[src/rtl/alu_pkg.sv]
// Shared types and constants for the sequential ALU.
//   opcode_e : binary operation select (ADD..MUL)
//   state_e  : control FSM states
//   FLAG_*   : bit positions inside the 5-bit flags word {err, ovf, neg, carry, zero}
package alu_pkg;

    typedef enum logic [2:0] {
        OP_ADD = 3'd0,
        OP_SUB = 3'd1,
        OP_INC = 3'd2,
        OP_DEC = 3'd3,
        OP_AND = 3'd4,
        OP_OR  = 3'd5,
        OP_NOT = 3'd6,
        OP_MUL = 3'd7
    } opcode_e;

    typedef enum logic [1:0] {
        ST_IDLE = 2'd0,
        ST_BUSY = 2'd1,
        ST_DONE = 2'd2
    } state_e;

    localparam int unsigned FLAG_W     = 5;
    localparam int unsigned FLAG_ZERO  = 0;
    localparam int unsigned FLAG_CARRY = 1;
    localparam int unsigned FLAG_NEG   = 2;
    localparam int unsigned FLAG_OVF   = 3;
    localparam int unsigned FLAG_ERR   = 4;

endpackage

[src/rtl/alu_mul_seq.sv]
// Unsigned shift-add multiplier taking WIDTH clock edges per product.
// The start edge already performs the first partial-product step, so done
// pulses for one cycle WIDTH-1 edges after start with prod valid alongside it.
//   clk, rst   : clock, synchronous active-high reset (aborts any product)
//   start      : load a/b and begin
//   a, b       : WIDTH-bit unsigned operands
//   done       : one-cycle pulse, prod holds the full product
//   prod       : 2*WIDTH-bit product
module alu_mul_seq #(
    parameter int unsigned WIDTH = 8
) (
    input  logic                 clk,
    input  logic                 rst,
    input  logic                 start,
    input  logic [WIDTH-1:0]     a,
    input  logic [WIDTH-1:0]     b,
    output logic                 done,
    output logic [2*WIDTH-1:0]   prod
);

    localparam int unsigned PW = 2 * WIDTH;
    localparam int unsigned CW = $clog2(WIDTH + 1);

    logic [PW-1:0]    acc;
    logic [PW-1:0]    mcand;
    logic [WIDTH-1:0] mplier;
    logic [CW-1:0]    cnt;
    logic             busy;

    // One partial product per edge; multiplier bits consumed LSB first.
    always_ff @(posedge clk) begin
        if (rst) begin
            acc    <= '0;
            mcand  <= '0;
            mplier <= '0;
            cnt    <= '0;
            busy   <= 1'b0;
            done   <= 1'b0;
        end else begin
            done <= 1'b0;
            if (start) begin
                acc    <= b[0] ? PW'(a) : '0;
                mcand  <= PW'(a) << 1;
                mplier <= b >> 1;
                cnt    <= CW'(1);
                busy   <= 1'b1;
            end else if (busy) begin
                acc    <= acc + (mplier[0] ? mcand : '0);
                mcand  <= mcand << 1;
                mplier <= mplier >> 1;
                cnt    <= cnt + CW'(1);
                if (cnt == CW'(WIDTH - 1)) begin
                    busy <= 1'b0;
                    done <= 1'b1;
                end
            end
        end
    end

    assign prod = acc;

endmodule

[src/rtl/seq_alu.sv]
// Sequential ALU with valid/ready handshakes on request and result sides.
// Opcodes 0-6 complete in one cycle and can stream one per cycle; MUL uses a
// WIDTH-cycle shift-add multiplier when SEQ_ALU_MUL_EN is defined, otherwise
// opcode 7 returns an illegal-op result (err=1, zero=1) with latency 1.
//   clk, rst          : clock, synchronous active-high reset
//   in_valid/in_ready : request handshake (op1, op2, opcode)
//   out_valid/out_ready : result handshake (result, result_hi, flags)
//   flags             : {err, ovf, neg, carry, zero}
// Configuration macro: SEQ_ALU_MUL_EN
module seq_alu
    import alu_pkg::*;
#(
    parameter int unsigned WIDTH = 8
) (
    input  logic              clk,
    input  logic              rst,
    input  logic              in_valid,
    output logic              in_ready,
    input  logic [WIDTH-1:0]  op1,
    input  logic [WIDTH-1:0]  op2,
    input  logic [2:0]        opcode,
    output logic              out_valid,
    input  logic              out_ready,
    output logic [WIDTH-1:0]  result,
    output logic [WIDTH-1:0]  result_hi,
    output logic [FLAG_W-1:0] flags
);

    localparam int unsigned SW = WIDTH + 1;

    state_e           state;
    opcode_e          op;
    logic             accept;
    logic [WIDTH-1:0] add_b;
    logic             add_cin;
    logic [SW-1:0]    sum;
    logic [WIDTH-1:0] alu_res;
    logic [FLAG_W-1:0] alu_flags;

    assign op       = opcode_e'(opcode);
    assign in_ready = !rst && ((state == ST_IDLE) || ((state == ST_DONE) && out_ready));
    assign accept   = in_valid && in_ready;

    // Single-cycle datapath; ADD/SUB/INC/DEC share one WIDTH+1-bit adder.
    always_comb begin
        add_b     = '0;
        add_cin   = 1'b0;
        alu_res   = '0;
        alu_flags = '0;
        case (op)
            OP_ADD:  add_b = op2;
            OP_SUB:  begin add_b = ~op2; add_cin = 1'b1; end
            OP_INC:  add_b = WIDTH'(1);
            OP_DEC:  add_b = '1;
            default: add_b = '0;
        endcase
        sum = {1'b0, op1} + {1'b0, add_b} + SW'(add_cin);
        case (op)
            OP_ADD, OP_SUB, OP_INC, OP_DEC: begin
                alu_res               = sum[WIDTH-1:0];
                alu_flags[FLAG_CARRY] = sum[WIDTH];
                // Signed overflow: same-sign inputs producing a different-sign sum.
                alu_flags[FLAG_OVF]   = (op1[WIDTH-1] == add_b[WIDTH-1]) &&
                                        (sum[WIDTH-1] != op1[WIDTH-1]);
            end
            OP_AND:  alu_res = op1 & op2;
            OP_OR:   alu_res = op1 | op2;
            OP_NOT:  alu_res = ~op1;
            default: alu_flags[FLAG_ERR] = 1'b1;   // opcode 7 without multiplier
        endcase
        alu_flags[FLAG_ZERO] = (alu_res == '0);
        alu_flags[FLAG_NEG]  = alu_res[WIDTH-1];
    end

`ifdef SEQ_ALU_MUL_EN
    logic              mul_start;
    logic              mul_done;
    logic [2*WIDTH-1:0] mul_prod;
    logic [WIDTH-1:0]  mul_lo;
    logic [WIDTH-1:0]  mul_hi;
    logic [FLAG_W-1:0] mul_flags;

    assign mul_start = accept && (op == OP_MUL);
    assign mul_lo    = mul_prod[WIDTH-1:0];
    assign mul_hi    = mul_prod[2*WIDTH-1:WIDTH];

    alu_mul_seq #(.WIDTH(WIDTH)) u_mul (
        .clk   (clk),
        .rst   (rst),
        .start (mul_start),
        .a     (op1),
        .b     (op2),
        .done  (mul_done),
        .prod  (mul_prod)
    );

    // Product flags: carry marks a non-zero high word.
    always_comb begin
        mul_flags             = '0;
        mul_flags[FLAG_ZERO]  = (mul_prod == '0);
        mul_flags[FLAG_NEG]   = mul_lo[WIDTH-1];
        mul_flags[FLAG_CARRY] = (mul_hi != '0);
    end
`endif

    // Control FSM and result registers; an accept in DONE retires and reloads in one edge.
    always_ff @(posedge clk) begin
        if (rst) begin
            state     <= ST_IDLE;
            out_valid <= 1'b0;
            result    <= '0;
            result_hi <= '0;
            flags     <= '0;
        end else if (accept) begin
`ifdef SEQ_ALU_MUL_EN
            if (op == OP_MUL) begin
                state     <= ST_BUSY;
                out_valid <= 1'b0;
            end else
`endif
            begin
                state     <= ST_DONE;
                out_valid <= 1'b1;
                result    <= alu_res;
                result_hi <= '0;
                flags     <= alu_flags;
            end
        end else begin
            case (state)
                ST_BUSY: begin
`ifdef SEQ_ALU_MUL_EN
                    if (mul_done) begin
                        state     <= ST_DONE;
                        out_valid <= 1'b1;
                        result    <= mul_lo;
                        result_hi <= mul_hi;
                        flags     <= mul_flags;
                    end
`else
                    state <= ST_IDLE;
`endif
                end
                ST_DONE: begin
                    if (out_ready) begin
                        state     <= ST_IDLE;
                        out_valid <= 1'b0;
                    end
                end
                default: ;
            endcase
        end
    end

endmodule

[config.mk]
export PLATFORM = sky130hd
export DESIGN_NAME = seq_alu
export DESIGN_NICKNAME = d
export VERILOG_FILES = /design/src/rtl/alu_pkg.sv /design/src/rtl/alu_mul_seq.sv /design/src/rtl/seq_alu.sv
export SDC_FILE = /design/constraint.sdc
export NUM_CORES = 1
export LEC_CHECK = 0
export CAP_MARGIN = 30
export CORE_UTILIZATION = 25
export CTS_CLUSTER_SIZE = 16
export DETAILED_ROUTE_END_ITERATION = 7
export GPL_TIMING_DRIVEN = 0
export PLACE_DENSITY = 0.52
export SETUP_SLACK_MARGIN = 0.1
export SYNTH_ARGS = -nofsm -noshare
export SYNTH_HDL_FRONTEND = slang
export SYNTH_HIERARCHICAL = 1
export SYNTH_SLANG_ARGS = --single-unit
[constraint.sdc]
create_clock -name clk -period 7.1 [get_ports clk]
set_input_delay 1.775 -clock clk [delete_from_list [all_inputs] [get_ports clk]]
set_output_delay 1.775 -clock clk [all_outputs]
set_load 0.03 [all_outputs]
# Yosys cells after proc, flatten, opt, wreduce, memory -nomap -nowiden
# Cells that the tools add are included.
# W data, S select, Z words.
[classes] n_bitwise=4 eq_ne=12 add_sub_neg=2 mux=12 n_reduce_logical=19
[op_table] operator="$pmux W8 S4" count=2
[op_table] operator="$not A8 Y8" count=2
[op_table] operator="$add A8 B8 Y9" count=1
[op_table] operator="$add A9 B1 Y9" count=1
[op_table] operator="$eq A3 B3 Y1 const B" count=3
[op_table] operator="$and A8 B8 Y8" count=1
[op_table] operator="$logic_not A8 Y1" count=1
[op_table] operator="$or A8 B8 Y8" count=1
[op_table] operator="$mux W1" count=7
[op_table] operator="$reduce_or A7 Y1" count=1
[op_table] operator="$eq A3 B2 Y1 const B" count=2
[op_table] operator="$reduce_and A2 Y1" count=3
[op_table] operator="$reduce_bool A2 Y1" count=3
[op_table] operator="$logic_and A1 B1 Y1" count=4
[op_table] operator="$mux W2" count=2
[op_table] operator="$pmux W2 S2" count=1
[op_table] operator="$reduce_or A4 Y1" count=1
[op_table] operator="$eq A3 B1 Y1 const B" count=1
[op_table] operator="$logic_not A3 Y1" count=1
[op_table] operator="$ne A3 B3 Y1 const B" count=1
[op_table] operator="$reduce_bool A3 Y1" count=1
[op_table] operator="$eq A2 B1 Y1 const B" count=1
[op_table] operator="$eq A2 B2 Y1 const B" count=1
[op_table] operator="$logic_not A2 Y1" count=1
[op_table] operator="other kinds (6)" count=6
[word_totals] register_bits=16

# Longest topological paths before layout
[logic_depth] ltp_word=7 ltp_mapped=13

# Worst setup path before layout
# Ideal clock, no wire load.
[synth_path] path_kind="input port to flip-flop" startpoint="input opcode[2]" endpoint="register flags[0]" arrival_time_ns=4.489 slack_ns=2.487 path_buffers=3 stages=12 setup_ns=0.123 path_cell_list="buf_2 -> clkbuf_1 -> clkbuf_1 -> or3b_2 -> fa_1 -> fa_1 -> nand2b_1 -> a21oi_1 -> nor4bb_1 -> nor3_1 -> nand3_1 -> o31ai_2"
[synth_between] elab_chain_cells=6
[synth_rtl] element="start, declared" line_no="seq_alu.sv:21" rtl="input logic [2:0] opcode,"
[synth_rtl] element="$eq A3 B2 Y1 (tied with other cells)" line_no="seq_alu.sv:50, seq_alu.sv:58"
[synth_rtl] element="$pmux W8 S4" line_no="seq_alu.sv:50" rtl="case (op)"
[synth_rtl] element="$add A8 B8 Y9" line_no="seq_alu.sv:57" rtl="sum = {1'b0, op1} + {1'b0, add_b} + SW'(add_cin);"
[synth_rtl] element="$add A9 B1 Y9" line_no="seq_alu.sv:57"
[synth_rtl] element="$pmux W8 S4 *" line_no="seq_alu.sv:58" rtl="case (op)"
[synth_rtl] element="$logic_not A8 Y1 *" line_no="seq_alu.sv:71" rtl="alu_flags[FLAG_ZERO] = (alu_res == '0);"
[synth_rtl] element="end signal, assigned" line_no="seq_alu.sv:126" rtl="flags <= alu_flags;"
[synth_rtl] element="end, declared" line_no="seq_alu.sv:26" rtl="output logic [FLAG_W-1:0] flags"
# Every way passes the cells marked *; elsewhere a longest branch is shown, timed or not.
# A chain may end at the register's enable or synchronous reset.

# Worst setup path in the final report
# Ends and elaborated chain as after synthesis.

==> metrics list <==
* Result of the run: finished clean
* Fin util: around 37%
* Detailed Route Iter0 Violations: 21
* Setup tns final: 0 ps
* Launch instance of the worst register-to-register path: state[1]
- Die Footprint: 5880 sq um
* Worst reg2reg path endpoint: flags[0]
* Commonest cells after routing, fill and taps aside: sky130_fd_sc_hd__clkdlybuf4s50_1 (35), sky130_fd_sc_hd__nor2_1 (19), sky130_fd_sc_hd__o21ai_0 (17), sky130_fd_sc_hd__dfxtp_1 (14), sky130_fd_sc_hd__nand2_1 (11)
- No sink is reached through more buffers than the 2 on the longest clock path.
- Setup repair after global routing missed its margin: false
- Design area: about 1900 sq um
* Number of buffers inserted during clock tree synthesis: 3
- In this run the mean area of a mapped cell was 7.87 sq um.
* Logic depth of the worst register-to-register path: 6
- The worst path uses between 70% and 80% of the clock period.
- Based on the critical path, the design can be clocked at up to 190 MHz.
* Die Span Y: 76.7 um
- Critical Path Max Stage Delay: approximately 510 ps
* YS warnings: 6
* Worst Min Path Start: state[1]
- Number of placed cells counting well taps: 289
- Broken down by cell family, the worst path's largest delay share belongs to simple AND/OR/NAND/NOR gates.
- Total power density per cell area: 151 nW/um^2
- Slowest stage cell on the critical path: sky130_fd_sc_hd__or3b_2
- Total I/O pin count: 46
- Time the worst path needs with I/O delays and setup: 5260 ps
- The final layout contains routed wiring with a total length of 3260 um.
- The wire-length estimate of the detail-placed layout is ~2700 um.
- Share of the yosys chip area belonging to registers: 20.1%
* Setup Viol. Count Final: 0
* GP Congestion: 0.847
* Remaining routing DRC violations: 0
* Hold/Removal Path Class: reg2reg
* Post-detailed-route wirelength per cell: 11.1 um
- Top fanout value on the critical path: 10
- Final Hold Violating Endpoints: 0
- Synthesis produced a netlist whose cell count is 177.
- Entering global routing, the biggest net connects 11 pins.
* Primary flip-flop cell chosen by synthesis mapping: sky130_fd_sc_hd__dfxtp_1
- Once layout is complete, the cells apart from fillers number between 200 and 300.
- The routed layout has 1303 vias.
* Number of enable flip-flop cells after synthesis: 0
- STA puts the critical path data arrival time at between 5000 and 6000 ps.
- Counting instances, the worst hold path has a depth of 1.
* Cell at the root of the clock tree: sky130_fd_sc_hd__clkbuf_8
- CP Buf/Inv Count: 4
- Total power draw: 290 uW
* Vias in the first global route: about 1200
* Critical Path, Cell by Cell: clkdlybuf4s50_1, buf_2, clkbuf_1, clkbuf_1, or3b_2, fa_1, fa_1, nand2b_1, a21oi_1, nor2_1, nor3_1, nand3_1, o31ai_2
- After detailed placement, the total cell area comes to approximately 1900 sq um.
- Worst Clk Skew: 4.39 ps
* Ys async rst share: 0%
- Vias/cell: 4.45
- Grt ovf: 0
- Post-synth cell types: between 40 and 50
* Clock transition at the register clock pins on the worst setup and hold paths after CTS: 60 ps
- The floorplan has 26 rows.
- The tool flagged a number of max-cap violations equal to 0.
- TritonCTS built the clock tree.
- Clock H-tree levels: 1
* Synthesis-to-layout area growth: 37.3%
- After clock tree synthesis, the repair step resized 0 gates.
* Number of pins with negative max-slew slack in the final report: 0
- Number of nets in the layout: 256
* Num Clock Sinks: 14
- Detailed-routing iteration count for the pre-antenna-repair pass: 4
* Number of synthesized register bits: 14
- Leak: 0.000753 uW
- Share of layout cells above drive strength 1: 12.6%
- Across the VDD grid, the largest voltage drop is 0.0000620 V.
* First-pass GRT wire length: 5530 um
- Endpoint required time on the critical path: 7270 ps
* Die extent in x: 76.7 um
* Core Area: 5240 sq um
- The repair_antennas step left the layout with diodes totalling 0.
* Crit start category: input pin
* Worst-case hold path end point: out_valid
- For the pin with the worst max-slew slack, the measured transition is 575 ps.
- The number of hold buffers added after CTS was 0.
- Post CTS Setup Buffer Count: 0
- Measured against its own limit, the worst slew margin works out to 61.6%.
* Input/output buffers: 35
- For this configuration, the core starts out at a cell density of 26.6%.
- The initial antenna violation count came to 0.
- The detail route stage leaves a number of antenna-violating nets equal to 0.
- STA classifies the critical path endpoint as a flop.
- Type of the worst setup path: in2reg
- Total routing usage reported by global routing: 11.5%
- The later pin in the worst-skew pair is clocked with a latency of 240 ps.
- Leaving out fill and tap cells, the most frequent cell in the layout is sky130_fd_sc_hd__clkdlybuf4s50_1.
- The mapped netlist covers between 1000 and 1500 sq um.
- Setup slack on the worst reg-to-reg path comes out at between 5000 and 6000 ps.
metrics by stage:
| stage | hold slack [ps] | setup slack, ps |
|---|---|---|
| after floorplan | 400 | 2490 |
| after global placement | 413 | 1610 |
| after detailed placement | 421 | 1550 |
| after CTS | 429 | 1800 |
| after global routing | 460 | 1520 |
| final | 429 | 1840 |
worst max path at each step:
| stage | startpoint | endpoint | depth (start not counted) |
|---|---|---|---|
| finish | opcode[2] | flags[0] | 13 |
| global route | opcode[2] | flags[0] | 13 |
| CTS | opcode[2] | flags[0] | 13 |
| detailed placement | opcode[2] | flags[0] | 13 |
| global placement | opcode[2] | flags[0] | 13 |
| floorplan | opcode[2] | flags[0] | 12 |
metal layers:
layer,global-route usage [%],vias to the layer above,wire length [um]
met4,4.04,0,44
met3,1.19,5,87
li1,-,699,-
met1,15.0,568,1620
met2,19.5,31,1510
met5,0,-,0
cell usage after synthesis (4+ instances only):
master	number	area (sq um)
sky130_fd_sc_hd__nor2_1	19	71.3
sky130_fd_sc_hd__o21ai_0	17	85.1
sky130_fd_sc_hd__maj3_1	5	50.1
sky130_fd_sc_hd__clkbuf_1	4	15.0
sky130_fd_sc_hd__nand2_1	11	41.3
sky130_fd_sc_hd__xnor2_1	8	70.1
sky130_fd_sc_hd__dfxtp_1	14	280
sky130_fd_sc_hd__buf_4	10	75.1
sky130_fd_sc_hd__nand2b_1	4	25.0
sky130_fd_sc_hd__nor2b_1	9	56.3
sky130_fd_sc_hd__mux2i_1	6	60.1
sky130_fd_sc_hd__a21oi_1	9	45.0
sky130_fd_sc_hd__nor3_1	4	20.0
sky130_fd_sc_hd__ha_1	7	87.6
final cells by class:
class | count | area (sq um)
multi-input cells | 149 | 1010
flip-flops and latches | 14 | 280
clock buffers | 4 | 55.1
fillers | 572 | 3320
inverters | 3 | 11.3
repair buffers | 35 | 350
plain buffers | 18 | 116
well taps | 70 | 87.6
cell families after synthesis:
family	count (synthesis)	share of synthesized area [%]
other cells	1	0.269
simple gates	61	22.6
compound gates	46	21.5
fa+ha+maj	16	14.4
buf+inv	21	9.16
mux	7	5.12
xor+xnor	11	6.91
flops	14	20.1
sequential cells by signal, summed over array words and instances (netlist names):
register and cells:
flags 5, out_valid 1, result 7, state 1
power breakdown:
part	total [uW]	internal [uW]	switching, uW
Sequential	87.7	84.6	3.13
Combinational	126	57.6	68.0
Clock	76.4	49.1	27.3
Total	290	191	98.5
(Power assumes the default switching activity.)
